$ cat config.mk
export PLATFORM = sky130hd
export DESIGN_NAME = serial_addsub_flat
export DESIGN_NICKNAME = d
export VERILOG_FILES = /design/src/rtl/serial_addsub_if.sv /design/src/rtl/serial_addsub.sv /design/src/flat_wrapper.sv
export SDC_FILE = /design/constraint.sdc
export NUM_CORES = 1
export LEC_CHECK = 0
export BUFFER_PORTS_ARGS = -buffer_cell sky130_fd_sc_hd__buf_4
export CORE_ASPECT_RATIO = 0.75
export CORE_MARGIN = 2
export CORE_UTILIZATION = 56
export CTS_CLUSTER_SIZE = 40
export DETAILED_ROUTE_END_ITERATION = 8
export GPL_TIMING_DRIVEN = 0
export PLACE_DENSITY = 0.8
export SYNTH_ARGS = -nofsm -noshare
export SYNTH_HDL_FRONTEND = slang
export SYNTH_SLANG_ARGS = --single-unit
$ cat constraint.sdc
create_clock -name clock -period 2.2 [get_ports clock]
set_input_delay 0.11 -clock clock [delete_from_list [all_inputs] [get_ports clock]]
set_output_delay 0.11 -clock clock [all_outputs]
set_load 0.01 [all_outputs]
$ cat src/rtl/serial_addsub_if.sv
// rtl/serial_addsub_if.sv - request/response bundle for the bit-serial adder/subtractor
interface serial_addsub_if #(
    parameter int WIDTH = 32
);
    logic             start;
    logic             ctrl_sub;
    logic [WIDTH-1:0] data_operandA;
    logic [WIDTH-1:0] data_operandB;
    logic             busy;
    logic             done;
    logic [WIDTH-1:0] data_result;
    logic             overflow;
    logic             isNotEqual;
    logic             isLessThan;

    // Requester side: issues operands and opcode, observes status and result
    modport master (
        output start, ctrl_sub, data_operandA, data_operandB,
        input  busy, done, data_result, overflow, isNotEqual, isLessThan
    );

    // Arithmetic unit side
    modport slave (
        input  start, ctrl_sub, data_operandA, data_operandB,
        output busy, done, data_result, overflow, isNotEqual, isLessThan
    );
endinterface

$ cat src/rtl/serial_addsub.sv
// rtl/serial_addsub.sv - bit-serial add/subtract through one full-adder slice, LSB first
module serial_addsub #(
    parameter int WIDTH = 32
) (
    input  logic           clock,
    input  logic           resetn,
    serial_addsub_if.slave bus
);
    localparam int CW = (WIDTH > 2) ? $clog2(WIDTH) : 1;
    localparam logic [CW-1:0] LAST = CW'(WIDTH - 1);

    typedef enum logic [1:0] {IDLE, RUN, DONE} state_t;

    state_t           state;
    state_t           state_nx;

    logic [WIDTH-1:0] a_sh;
    logic [WIDTH-1:0] b_sh;
    // Bit 0 of the partial result is never needed: the final edge shifts it out
    logic [WIDTH-1:1] r_sh;
    logic             carry;
    logic             nz;
    logic [CW-1:0]    cnt;

    logic             s;
    logic             cout;
    logic             last;
    logic             ov;
    logic [WIDTH-1:0] r_nx;

    // Single full-adder slice fed from the low ends of the operand shifters
    assign s    = a_sh[0] ^ b_sh[0] ^ carry;
    assign cout = (a_sh[0] & b_sh[0]) | (a_sh[0] & carry) | (b_sh[0] & carry);
    assign last = (cnt == LAST);
    assign ov   = carry ^ cout;
    assign r_nx = {s, r_sh};

    // Status comes straight from the state register, so it is glitch-free
    assign bus.busy = (state != IDLE);
    assign bus.done = (state == DONE);

    // State register
    always_ff @(posedge clock or negedge resetn) begin
        if (!resetn) begin
            state <= IDLE;
        end else begin
            state <= state_nx;
        end
    end

    // Next-state: accept only in IDLE, leave RUN on the MSB slice, DONE lasts one cycle
    always_comb begin
        state_nx = state;
        case (state)
            IDLE:    if (bus.start) state_nx = RUN;
            RUN:     if (last)      state_nx = DONE;
            DONE:                   state_nx = IDLE;
            default:                state_nx = IDLE;
        endcase
    end

    // Datapath: load on accept, one slice per RUN edge, publish results on the MSB slice
    always_ff @(posedge clock or negedge resetn) begin
        if (!resetn) begin
            a_sh            <= '0;
            b_sh            <= '0;
            r_sh            <= '0;
            carry           <= 1'b0;
            nz              <= 1'b0;
            cnt             <= '0;
            bus.data_result <= '0;
            bus.overflow    <= 1'b0;
            bus.isNotEqual  <= 1'b0;
            bus.isLessThan  <= 1'b0;
        end else begin
            case (state)
                IDLE: begin
                    if (bus.start) begin
                        // Subtraction is A + ~B + 1; the +1 enters as the initial carry
                        a_sh  <= bus.data_operandA;
                        b_sh  <= bus.ctrl_sub ? ~bus.data_operandB : bus.data_operandB;
                        carry <= bus.ctrl_sub;
                        cnt   <= '0;
                        nz    <= 1'b0;
                    end
                end
                RUN: begin
                    a_sh  <= {1'b0, a_sh[WIDTH-1:1]};
                    b_sh  <= {1'b0, b_sh[WIDTH-1:1]};
                    r_sh  <= r_nx[WIDTH-1:1];
                    carry <= cout;
                    nz    <= nz | s;
                    if (!last) begin
                        cnt <= cnt + 1'b1;
                    end
                    if (last) begin
                        // Carry into vs. out of the sign slice gives signed overflow;
                        // sign ^ overflow is the true sign of A-B
                        bus.data_result <= r_nx;
                        bus.overflow    <= ov;
                        bus.isNotEqual  <= nz | s;
                        bus.isLessThan  <= s ^ ov;
                    end
                end
                default: begin
                end
            endcase
        end
    end
endmodule

$ cat src/flat_wrapper.sv
// flat-port wrapper written by rule: the top's interface ports become plain ports
module serial_addsub_flat 
#(
    parameter int WIDTH = 32
)
  (clock, resetn, bus_start, bus_ctrl_sub, bus_data_operandA, bus_data_operandB, bus_busy, bus_done, bus_data_result, bus_overflow, bus_isNotEqual, bus_isLessThan);
  serial_addsub_if #(.WIDTH(WIDTH)) bus_i ();
  input  logic clock;
  input  logic resetn;
  input wire logic [$bits(bus_i.start)-1:0] bus_start;
  input wire logic [$bits(bus_i.ctrl_sub)-1:0] bus_ctrl_sub;
  input wire logic [$bits(bus_i.data_operandA)-1:0] bus_data_operandA;
  input wire logic [$bits(bus_i.data_operandB)-1:0] bus_data_operandB;
  output wire logic [$bits(bus_i.busy)-1:0] bus_busy;
  output wire logic [$bits(bus_i.done)-1:0] bus_done;
  output wire logic [$bits(bus_i.data_result)-1:0] bus_data_result;
  output wire logic [$bits(bus_i.overflow)-1:0] bus_overflow;
  output wire logic [$bits(bus_i.isNotEqual)-1:0] bus_isNotEqual;
  output wire logic [$bits(bus_i.isLessThan)-1:0] bus_isLessThan;
  assign bus_i.start = bus_start;
  assign bus_i.ctrl_sub = bus_ctrl_sub;
  assign bus_i.data_operandA = bus_data_operandA;
  assign bus_i.data_operandB = bus_data_operandB;
  assign bus_busy = bus_i.busy;
  assign bus_done = bus_i.done;
  assign bus_data_result = bus_i.data_result;
  assign bus_overflow = bus_i.overflow;
  assign bus_isNotEqual = bus_i.isNotEqual;
  assign bus_isLessThan = bus_i.isLessThan;
  serial_addsub #(.WIDTH(WIDTH)) u_core (.clock(clock), .resetn(resetn), .bus(bus_i));
endmodule
==> impl_metrics.json <==
{
  "initial_utilization_pct": 57.1,
  "hold-worst-slack_ns": 0.00259,
  "yosys.cell_types.count": 36,
  "dieWidth_um": 125,
  "timing.final.hold_violations": 0,
  "clk-insertion-delay-late_ns": 0.41,
  "critical_path_required_ns": 2.49,
  "crit_fanout": 10,
  "cts.reportedPaths.clkPinSlew_ns": 0.06,
  "fin_nets": 799,
  "antennaDiodeCount": 0,
  "grt_pass1_vias": 4648,
  "worstSetupEndpoint": "u_core.bus.data_result[30]",
  "reg2reg_setup_slack_ns": 0.22,
  "timing.final.max_slew_violations": 0,
  "worst_ep_arrival_time_ns": 2.27,
  "via_per_inst": 5.48,
  "row_count": 33,
  "drtPass1Iterations": 5,
  "drc": 0,
  "synth_ff_type": "dfrtp_1",
  "cts_tree": "done",
  "routed_wirelength_um": 13800,
  "post_route_cells_drive_above_1_share_pct": 26.5,
  "max_cap_violations": 0,
  "detailed_place_hpwl_um": 9060,
  "numPortBuffers": 103,
  "synth_cells": 578,
  "clock-skew-final_ns": 0.00992,
  "routed_wire_length_per_instance_um": 15.7,
  "core_area_um2": 10800,
  "number_of_antenna_violations_at_the_first_check_in_global_routing": 0,
  "reg2reg_from": "u_core.cnt[0]",
  "grt-ovfl-total": 0,
  "critical_path_class": "reg -> reg",
  "synth.ff_latch_count": 139,
  "clk_path_buf_depth": 2,
  "clk_root_buffer_cell": "clkbuf_16",
  "die-area_um2": 11900,
  "maximum_number_of_pins_on_one_net_before_global_route_repair": 78,
  "vdd.ir_drop.worst_mv": 0.566,
  "yosys_warnings": 0,
  "worstRegToRegCells": 7,
  "start_point_of_the_critical_path": "u_core.cnt[0]",
  "tritoncts.num_buffers": 17,
  "cellLeakagePower_nw": 3.93,
  "floorplan.io_pins": 105,
  "area.growth.synth_to_final_pct": 29.6,
  "postSynthAreaPerCell_um2": 10.7,
  "run_status": "finished clean",
  "post_cts_resized": 0,
  "critical_path.startpoint_type": "flip-flop",
  "grt_first_pass_wirelength_um": 22700,
  "timing.slew.headroom_pct": 61.5,
  "vertical_die_dimension_um": 95.0,
  "timing.critical_path.to_type": "flip-flop",
  "hold_class": "in -> reg",
  "synth.yosys.seq_area_share_pct": 56.3,
  "totalNegativeSetupSlack_ns": 0,
  "synth_enable_flop_cells": 0,
  "h_tree_depth": 4,
  "cts.sinks": 139,
  "synth_async_sr_flop_share_pct": 100,
  "setup_viol_count_final": 0,
  "grtUsageTotal_pct": 24.1,
  "worst_pin_slew_ns": 0.577,
  "detailedRoute.firstIterationViolations": 450,
  "worstReg2RegEnd": "u_core.bus.data_result[30]",
  "gpl.final_weighted_congestion": 0.824,
  "p_per_area_nw_per_um2": 1170,
  "period_minus_slack_ns": 1.98,
  "rsz0062_at_grt": "false",
  "route.antenna.remaining_nets": 0,
  "route.vias.total": 4821,
  "synthesis.area_um2": 6180,
  "share_of_the_clock_period_used_by_the_worst_path_pct": 90.1,
  "timing.fmax_mhz": 505,
  "synth_fp_nets": 650
}
## cells in the final DEF (no fill, tap or decap), types with 2 or more instances in the layout
cell / n
a21oi_1: 2
bufinv_16: 2
buf_2: 25
o21ai_0: 3
fa_1: 2
nor2_1: 4
o221ai_1: 30
clkinv_4: 6
clkbuf_1: 15
a22o_1: 2
mux2_1: 7
dlygate4sd3_1: 26
ha_1: 2
o21ai_1: 36
inv_2: 2
a22oi_1: 33
buf_6: 6
mux2_4: 25
clkinv_2: 3
xnor2_1: 33
inv_1: 3
dfrtp_1: 139
o21bai_1: 2
buf_4: 103
nor2b_1: 6
clkbuf_16: 17
nand2_1: 188
## cell type report
type | count | area [um^2]
Clock inverter | 13 | 144
Clock buffer | 19 | 443
Timing Repair Buffer | 130 | 1060
Tap cell | 140 | 175
Sequential cell | 139 | 3480
Multi-Input combinational cell | 389 | 2440
Inverter | 5 | 18.8
Fill cell | 736 | 2810
Buffer | 45 | 241
## Yosys cell counts, types with 2 or more instances
cell type | instances | area, um^2
clkbuf_1 | 14 | 52.6
o21ai_0 | 3 | 15.0
o21ai_1 | 36 | 180
a21oi_1 | 2 | 10.0
nor2b_1 | 6 | 37.5
nor2_1 | 4 | 15.0
buf_6 | 5 | 56.3
a22oi_1 | 33 | 248
fa_1 | 2 | 40.0
a22o_1 | 2 | 17.5
inv_2 | 2 | 7.51
o221ai_1 | 30 | 263
mux2_1 | 7 | 78.8
nand2_1 | 188 | 706
xnor2_1 | 33 | 289
mux2_4 | 25 | 375
buf_2 | 25 | 125
ha_1 | 2 | 25.0
inv_1 | 3 | 11.3
o21bai_1 | 2 | 15.0
dfrtp_1 | 139 | 3480
## flip-flops by register name, indices dropped and copies added (netlist names)
name,count
u_core.a_sh,32
u_core.b_sh,32
u_core.bus.data_result,32
u_core.bus.isLessThan,1
u_core.bus.isNotEqual,1
u_core.bus.overflow,1
u_core.carry,1
u_core.cnt,5
u_core.nz,1
u_core.r_sh,31
u_core.state,2
## worst min-delay path by stage
| stage | startpoint | to | slack [ns] | cells past startpoint |
|---|---|---|---|---|
| finish | bus_data_operandA[18] | u_core.a_sh[18] | 0.003 | 3 |
| global placement | bus_data_operandA[31] | u_core.a_sh[31] | 0.38 | 2 |
| floorplan | resetn | u_core.a_sh[0] | -0.19 | 0 |
| CTS | bus_data_operandA[0] | u_core.a_sh[0] | 0.001 | 3 |
| global route | bus_data_operandA[1] | u_core.a_sh[1] | 0.003 | 3 |
| detailed placement | resetn | u_core.bus.data_result[21] | 0.13 | 1 |
## worst max-delay path, cell delays in order, from the launching register on
cell      delay [ns]
dfrtp_1         0.40
ha_1            0.21
and3_1          0.16
ha_1            0.30
nand3b_4        0.11
buf_6           0.16
buf_6           0.20
mux2_4          0.32
## cells by family after synthesis
| logic type | after synthesis | synth area share [%] |
|---|---|---|
| compound gates | 113 | 12.8 |
| xor+xnor | 33 | 4.68 |
| flops | 139 | 56.3 |
| simple gates | 205 | 13.3 |
| mux | 34 | 7.70 |
| buf+inv | 50 | 4.21 |
| fa+ha+maj | 4 | 1.05 |
## report_power, final
group / internal (W) / total (W) / switching, W
sequential: 0.00348 / 0.00411 / 0.000626
clock: 0.00171 / 0.00281 / 0.00110
combinational: 0.00124 / 0.00245 / 0.00121
total: 0.00643 / 0.00936 / 0.00294
## timing repair
item | 4_1_cts | 5_1_grt
endpoints found under the setup margin | 0 | 0
endpoints found under the hold margin | 87 | 0
hold buffers | 26 | 0
setup buffers | 0 | 0
## metrics by stage
step	total power [W]	cells	instance area [um^2]	utilization, %	setup WS (ns)
after floorplan	0.00559	578	6180	-	0.391
after global placement	0.00634	821	7130	65.9	0.253
after detailed placement	0.00652	822	7160	66.2	0.234
after CTS	0.00938	880	8000	74.0	0.224
after global routing	0.00991	880	8000	74.0	0.138
final	0.00936	880	8000	74.0	0.218
## routing by layer
layer | vias up | wire length [um] | part of all wire (%) | track usage [%]
met5 | - | 0 | 0 | 0
met4 | 0 | 199 | 1.4 | 7.04
met3 | 23 | 726 | 5.3 | 6.57
met2 | 174 | 6510 | 47 | 38.3
met1 | 2352 | 6340 | 46 | 33.1
li1 | 2272 | - | - | -
Power figures use the tool's default switching activity.
